[src/rtl/mips_pkg.sv]
// Shared constants and encodings for the multi-cycle MIPS control unit:
// opcode/function values, FSM state codes and datapath select encodings.
package mips_pkg;

   localparam logic [5:0] OP_RTYPE   = 6'h00;
   localparam logic [5:0] OP_J       = 6'h02;
   localparam logic [5:0] OP_JAL     = 6'h03;
   localparam logic [5:0] OP_BEQ     = 6'h04;
   localparam logic [5:0] OP_BNE     = 6'h05;
   localparam logic [5:0] OP_LB      = 6'h20;
   localparam logic [5:0] OP_LW      = 6'h23;
   localparam logic [5:0] OP_SB      = 6'h28;
   localparam logic [5:0] OP_SW      = 6'h2B;
   localparam logic [5:0] FN_SYSCALL = 6'h0C;

   localparam logic [2:0] S_FETCH  = 3'd0;
   localparam logic [2:0] S_DECODE = 3'd1;
   localparam logic [2:0] S_EXEC   = 3'd2;
   localparam logic [2:0] S_MEM    = 3'd3;
   localparam logic [2:0] S_WB     = 3'd4;
   localparam logic [2:0] S_HALT   = 3'd5;

   typedef enum logic [1:0] {REGDST_RT = 2'd0, REGDST_RD = 2'd1, REGDST_RA = 2'd2} reg_dst_e;
   typedef enum logic [1:0] {WB_ALU = 2'd0, WB_MEM = 2'd1, WB_PC4 = 2'd2} wb_sel_e;
   typedef enum logic [1:0] {ALU_ADD = 2'd0, ALU_SUB = 2'd1, ALU_FUNC = 2'd2, ALU_IMM = 2'd3} alu_op_e;
   typedef enum logic [1:0] {PC_PLUS4 = 2'd0, PC_BRANCH = 2'd1, PC_JUMP = 2'd2} pc_sel_e;

   // I-type ALU instructions occupy the whole 0x08..0x0F block.
   function automatic logic isItypeAlu(input logic [5:0] op);
      return op[5:3] == 3'b001;
   endfunction

   function automatic logic isLoad(input logic [5:0] op);
      return (op == OP_LB) || (op == OP_LW);
   endfunction

   function automatic logic isStore(input logic [5:0] op);
      return (op == OP_SB) || (op == OP_SW);
   endfunction

   function automatic logic isBranch(input logic [5:0] op);
      return (op == OP_BEQ) || (op == OP_BNE);
   endfunction

   function automatic logic isJump(input logic [5:0] op);
      return (op == OP_J) || (op == OP_JAL);
   endfunction

   function automatic logic isLegal(input logic [5:0] op);
      return (op == OP_RTYPE) || isJump(op) || isBranch(op) || isItypeAlu(op) ||
             isLoad(op) || isStore(op);
   endfunction

endpackage

[src/rtl/mips_wait_cnt.sv]
// Loadable down-counter with a zero flag; it saturates at zero so a state
// can sit on "count done" without wrapping.
module mips_wait_cnt #(
   parameter int W       = 2,
   parameter int RST_VAL = 0
) (
   input  logic         clk,
   input  logic         rst_b,
   input  logic         i_load,
   input  logic [W-1:0] i_loadVal,
   input  logic         i_dec,
   output logic [W-1:0] o_count,
   output logic         o_zero
);

   logic [W-1:0] r_count;

   always_ff @(posedge clk or negedge rst_b) begin
      if (!rst_b) begin
         r_count <= W'(RST_VAL);
      end else if (i_load) begin
         r_count <= i_loadVal;
      end else if (i_dec && (r_count != '0)) begin
         r_count <= r_count - W'(1);
      end
   end

   assign o_count = r_count;
   assign o_zero  = (r_count == '0);

endmodule

[src/rtl/mips_mc_ctrl.sv]
// Multi-cycle FETCH/DECODE/EXEC/MEM/WB control unit for mips_core with
// parametrised memory wait states, illegal-opcode trap and retire counter.
module mips_mc_ctrl
   import mips_pkg::*;
#(
   parameter int IMEM_WAIT = 1,
   parameter int DMEM_WAIT = 2,
   parameter int CNT_W     = 32
) (
   input  logic             clk,
   input  logic             rst_b,
   input  logic [5:0]       opcode,
   input  logic [5:0]       func,
   input  logic             alu_zero,
   output logic             ir_write,
   output logic             reg_write,
   output logic [1:0]       reg_dst,
   output logic [1:0]       wb_sel,
   output logic             alu_src,
   output logic [1:0]       alu_op,
   output logic             mem_read,
   output logic             mem_write_en,
   output logic             mem_byte,
   output logic             pc_write,
   output logic [1:0]       pc_sel,
   output logic             halted,
   output logic             illegal,
   output logic [CNT_W-1:0] instret
);

   localparam int MAX_WAIT = (IMEM_WAIT > DMEM_WAIT) ? IMEM_WAIT : DMEM_WAIT;
   localparam int WCW      = (MAX_WAIT < 1) ? 1 : $clog2(MAX_WAIT + 1);

   logic [2:0]       r_state;
   logic [2:0]       w_nextState;
   logic             r_halted;
   logic             r_illegal;
   logic [CNT_W-1:0] r_instret;

   logic             w_cntLoad;
   logic             w_cntDec;
   logic [WCW-1:0]   w_cntLoadVal;
   logic [WCW-1:0]   w_cnt;
   logic             w_cntZero;

   logic             w_retire;
   logic             w_isLoad;
   logic             w_isStore;
   logic             w_isSyscall;
   logic             w_isIllegal;
   logic             w_branchTaken;
   logic             w_memFirst;

   assign w_isLoad      = isLoad(opcode);
   assign w_isStore     = isStore(opcode);
   assign w_isSyscall   = (opcode == OP_RTYPE) && (func == FN_SYSCALL);
   assign w_isIllegal   = !isLegal(opcode);
   assign w_branchTaken = (opcode == OP_BEQ) ? alu_zero : !alu_zero;
   // The counter is loaded with DMEM_WAIT on MEM entry, so it still holds that value only in the first MEM cycle.
   assign w_memFirst    = (w_cnt == WCW'(DMEM_WAIT));

   mips_wait_cnt #(
      .W      (WCW),
      .RST_VAL(IMEM_WAIT)
   ) u_waitCnt (
      .clk      (clk),
      .rst_b    (rst_b),
      .i_load   (w_cntLoad),
      .i_loadVal(w_cntLoadVal),
      .i_dec    (w_cntDec),
      .o_count  (w_cnt),
      .o_zero   (w_cntZero)
   );

   always_comb begin
      w_nextState  = r_state;
      w_retire     = 1'b0;
      w_cntLoad    = 1'b0;
      w_cntDec     = 1'b0;
      w_cntLoadVal = WCW'(IMEM_WAIT);
      case (r_state)
         S_FETCH: begin
            w_cntDec = 1'b1;
            if (w_cntZero) w_nextState = S_DECODE;
         end
         S_DECODE: begin
            w_nextState = (w_isSyscall || w_isIllegal) ? S_HALT : S_EXEC;
         end
         S_EXEC: begin
            if (w_isLoad || w_isStore) begin
               w_nextState  = S_MEM;
               w_cntLoad    = 1'b1;
               w_cntLoadVal = WCW'(DMEM_WAIT);
            end else if (isBranch(opcode) || isJump(opcode)) begin
               w_nextState = S_FETCH;
               w_retire    = 1'b1;
            end else begin
               w_nextState = S_WB;
            end
         end
         S_MEM: begin
            w_cntDec = 1'b1;
            if (w_cntZero) begin
               if (w_isStore) begin
                  w_nextState = S_FETCH;
                  w_retire    = 1'b1;
               end else begin
                  w_nextState = S_WB;
               end
            end
         end
         S_WB: begin
            w_nextState = S_FETCH;
            w_retire    = 1'b1;
         end
         S_HALT:  w_nextState = S_HALT;
         default: w_nextState = S_FETCH;
      endcase
      if (w_retire) begin
         w_cntLoad    = 1'b1;
         w_cntLoadVal = WCW'(IMEM_WAIT);
      end
   end

   // Outputs are forced low while reset is held so IMEM_WAIT=0 cannot raise ir_write during reset.
   always_comb begin
      ir_write     = 1'b0;
      reg_write    = 1'b0;
      reg_dst      = REGDST_RT;
      wb_sel       = WB_ALU;
      alu_src      = 1'b0;
      alu_op       = ALU_ADD;
      mem_read     = 1'b0;
      mem_write_en = 1'b0;
      mem_byte     = 1'b0;
      pc_write     = 1'b0;
      pc_sel       = PC_PLUS4;
      if (rst_b) begin
         case (r_state)
            S_FETCH: ir_write = w_cntZero;
            S_EXEC: begin
               if (w_isLoad || w_isStore) begin
                  alu_op  = ALU_ADD;
                  alu_src = 1'b1;
               end else if (isBranch(opcode)) begin
                  alu_op   = ALU_SUB;
                  pc_write = 1'b1;
                  pc_sel   = w_branchTaken ? PC_BRANCH : PC_PLUS4;
               end else if (isJump(opcode)) begin
                  pc_write = 1'b1;
                  pc_sel   = PC_JUMP;
                  if (opcode == OP_JAL) begin
                     reg_write = 1'b1;
                     reg_dst   = REGDST_RA;
                     wb_sel    = WB_PC4;
                  end
               end else if (isItypeAlu(opcode)) begin
                  alu_op  = ALU_IMM;
                  alu_src = 1'b1;
               end else begin
                  alu_op  = ALU_FUNC;
                  alu_src = 1'b0;
               end
            end
            S_MEM: begin
               mem_byte = (opcode == OP_LB) || (opcode == OP_SB);
               if (w_isLoad) begin
                  mem_read = 1'b1;
               end else begin
                  mem_write_en = w_memFirst;
                  if (w_cntZero) begin
                     pc_write = 1'b1;
                     pc_sel   = PC_PLUS4;
                  end
               end
            end
            S_WB: begin
               reg_write = 1'b1;
               pc_write  = 1'b1;
               pc_sel    = PC_PLUS4;
               reg_dst   = (opcode == OP_RTYPE) ? REGDST_RD : REGDST_RT;
               wb_sel    = w_isLoad ? WB_MEM : WB_ALU;
            end
            default: ;
         endcase
      end
   end

   always_ff @(posedge clk or negedge rst_b) begin
      if (!rst_b) begin
         r_state   <= S_FETCH;
         r_halted  <= 1'b0;
         r_illegal <= 1'b0;
         r_instret <= '0;
      end else begin
         r_state <= w_nextState;
         if ((r_state == S_DECODE) && (w_isSyscall || w_isIllegal)) begin
            r_halted  <= 1'b1;
            r_illegal <= w_isIllegal;
         end
         if (w_retire) r_instret <= r_instret + CNT_W'(1);
      end
   end

   assign halted  = r_halted;
   assign illegal = r_illegal;
   assign instret = r_instret;

endmodule

[config.mk]
export PLATFORM = sky130hd
export DESIGN_NAME = mips_mc_ctrl
export DESIGN_NICKNAME = d
export VERILOG_FILES = /design/src/rtl/mips_pkg.sv /design/src/rtl/mips_wait_cnt.sv /design/src/rtl/mips_mc_ctrl.sv
export SDC_FILE = /design/constraint.sdc
export NUM_CORES = 1
export LEC_CHECK = 0
export CAP_MARGIN = 20
export CORE_MARGIN = 2
export CORE_UTILIZATION = 45
export CTS_BUF_LIST = sky130_fd_sc_hd__clkbuf_8
export CTS_CLUSTER_DIAMETER = 50
export DETAILED_ROUTE_END_ITERATION = 16
export GPL_TIMING_DRIVEN = 0
export PLACE_DENSITY = 0.83
export RECOVER_POWER = 25
export SYNTH_ARGS = -nofsm -noshare
export SYNTH_HDL_FRONTEND = slang
export SYNTH_SLANG_ARGS = --single-unit
[constraint.sdc]
create_clock -name clk -period 4.11 [get_ports clk]
set_input_delay 1.233 -clock clk [delete_from_list [all_inputs] [get_ports clk]]
set_output_delay 1.233 -clock clk [all_outputs]
set_load 0.005 [all_outputs]
==> qor.txt <==
Die Ht - 75.8 um
DRC Markers - 0
Synthesis-stage register bit count - 39
Top cell by count, worst path - buf_4
CTS tree - done
Max Freq - 243 MHz
Initial DRC count - 87
Initial Utilization - 46.1%
Clk slew on worst S/H paths - 0.07 ns
Maximum fanout along the worst path - 5
Mapped Avg Cell Area - 9.56 um^2
GR Util All Layers - 21.0%
First-pass GRT wire length - 9160 um
Flop2flop setup slack - 1.93 ns
Hpwl dp - 4050 um
Ys async rst share - 100%
Top-Level Pins - 64
Count of cell types in the netlist - 45
RSZ-0062 raised after global routing - true
IO buf count - 62
GP Congestion - 0.805
CP max stage delay - 0.43 ns
Clk sink count - 39
Largest net degree at the start of global routing - 26
Reg2reg end - instret[31]
CORE AREA - 5040 um^2
Clock Skew - 0.00645 ns
CP startpoint kind - input port
Primary FF master, synth - dfrtp_1
Area growth, synth to finish - 39.0%
Diodes inserted - 0
Max clock buf depth - 2
Placed instance area - 3050 um^2
Status - finished with violations
Area leader, netlist - dfrtp_1
Worst min-delay path class - reg -> reg
Detailed Route WL - 5670 um
Sink of the worst hold path - halted
Worst Setup End Kind - output port
Final #Nets - 338
Violated checks - setup timing
Worst Path Required - 2.88 ns
Worst slew margin - 56.3%
Post-synth top area share - 40.9%
Chip Width - 75.8 um
Slowest cell on crit path - or3b_4
Mean routed wirelength per cell - 14.5 um
Post-synth EDFFs - 0
Syn Inst Count - 243
Fin area - 3230 um^2
Hold path startpoint - halted
Minimum clock period - 4.11 ns
Hold Vio Cnt, Final - 0
Root buf cell - clkbuf_8
WHS - 0.478 ns
Syn_nets - 261
Worst Reg2Reg Path Length in Cells - 5
Rows - 26
Initial antenna violation count - 0
CP Class - in -> out
Final ANT Viol Nets - 0
Mapped Area - 2320 um^2
GR Overflow Total - 0
CTS buffer count - 5
Finish-stage setup viols - 1
Area contributors post-synth - dfrtp_1 41%, xor2_1 10%, nor2_1 3.6%
Worst hold stages - 1
Layout cells sized above 1 - 15.9%
P_leak - 1.40 nW
Setup tns final - -0.00388 ns
Vias in the first global route - 1978
Max-slew violations - 0
Skew-Pair Late Insertion Delay - 0.30 ns
Sequential share of the synthesized area - 42.1%
Drt pass-1 iters - 4
Die area - 5750 um^2
Crit path DAT - 2.88 ns
Worst Setup Slack, final - -0.00388 ns
Pwr/cell area - 350 nW/um^2
Maximum vdd drop - 0.295 mV
Number of H-tree levels - 2
Worst slew pin tran - 0.655 ns
Via/cell ratio - 5.41
Vias - 2115
Worst r2r src - r_state[2]
Fin crit share - 100%
Maxcap violations - 0
Ys Warns - 0
Cell Chain, Critical Path - buf_4 > or3b_4 > o211ai_1 > buf_4 > nor4_4 > and3_4 > buf_4 > dlygate4sd2_1
-- layer usage --
layer / vias up / track usage (%) / wire, um
li1: 1020 / - / -
met3: 8 / 4.50 / 225
met5: - / 0 / 0
met2: 48 / 32.9 / 2800
met4: 0 / 5.85 / 66
met1: 1039 / 29.4 / 2580
-- kinds of logic after synthesis --
group / share of synthesized area, %
simple gates: 30.0
xor+xnor: 13.2
mux: 0.485
fa+ha+maj: 1.62
flops: 42.1
buf+inv: 4.09
compound gates: 8.51
-- critical path, delay by kind of cell --
family	cells	cell delay, ns
buffers and inverters	4	0.70
AOI/OAI and AO/OA	1	0.31
and+or+nand+nor	3	0.64
-- cells in the mapped netlist, types with 5 or more instances --
| library cell | count |
|---|---|
| dfrtp_1 | 38 |
| xor2_1 | 27 |
| nor2_1 | 22 |
| nand2_1 | 19 |
| inv_1 | 12 |
| nand3_1 | 12 |
| nor3_1 | 9 |
| nand4_1 | 8 |
| xnor2_1 | 8 |
| a21oi_1 | 7 |
| nor3_2 | 7 |
| nor4_1 | 7 |
| o21ai_0 | 7 |
| and3_1 | 5 |
| nor4_2 | 5 |
-- how the worst max path moves through the flow --
stage,from,to,slack [ns],depth (start not counted)
5_1_grt,opcode[1],wb_sel[1],-0.01,8
4_1_cts,opcode[4],wb_sel[1],0.01,9
2_1_floorplan,opcode[2],reg_write,0.44,6
3_5_place_dp,opcode[0],wb_sel[1],-0.82,7
3_3_place_gp,rst_b,wb_sel[1],-1.91,6
6_report,opcode[2],wb_sel[1],-0.004,8
-- layout by cell type (no fill, tap or decap), drive strengths merged, types with 2 or more instances in the layout --
cell           count
clkbuf             7
and4               4
clkdlybuf4s15      5
nand3             12
nor2b              2
o21ai              7
dfrtp             38
nor3              16
and2               4
and3               5
clkdlybuf4s50     48
nand2             19
dlygate4sd2        5
nor2              22
xnor2              8
xor2              27
nor3b              4
nor4              13
or2                2
buf               18
ha                 3
nand4              8
o211ai             2
inv               13
a31oi              4
a21oi              7
or3                2
-- per-stage QoR --
stage          std cells  setup slack [ns]  utilization [%]  power [mW]
2_1_floorplan        243             0.443                -       0.724
3_3_place_gp         375             -1.91             60.1       0.854
3_5_place_dp         376            -0.822             60.5       0.870
4_1_cts              392            0.0108             63.7        1.13
5_1_grt              391           -0.0113             64.0        1.20
6_report             391          -0.00388             64.0        1.13
-- registers in the layout, summed over array words and instances, names as in the netlist --
| register | cells |
|---|---|
| halted | 1 |
| illegal | 1 |
| instret | 32 |
| r_state | 3 |
| u_waitCnt.o_count | 2 |
-- power by group --
| part | switching [mW] | internal, mW |
|---|---|---|
| registers | 0.0644 | 0.433 |
| logic | 0.196 | 0.182 |
| clock network | 0.139 | 0.116 |
-- area by class of cell --
class | count | area, um^2
Buffer | 7 | 46.3
Clock buffer | 5 | 68.8
Clock inverter | 3 | 16.3
Fill cell | 415 | 1810
Inverter | 12 | 45.0
Multi-Input combinational cell | 184 | 1280
Sequential cell | 39 | 977
Tap cell | 70 | 87.6
Timing Repair Buffer | 71 | 702
-- timing repair --
item	in CTS	in global routing
hold buffers	0	0
setup buffers	8	0
gates resized for setup	37	10
pin swaps	5	4
setup endpoints to repair	14	8
(Power assumes the default switching activity.)
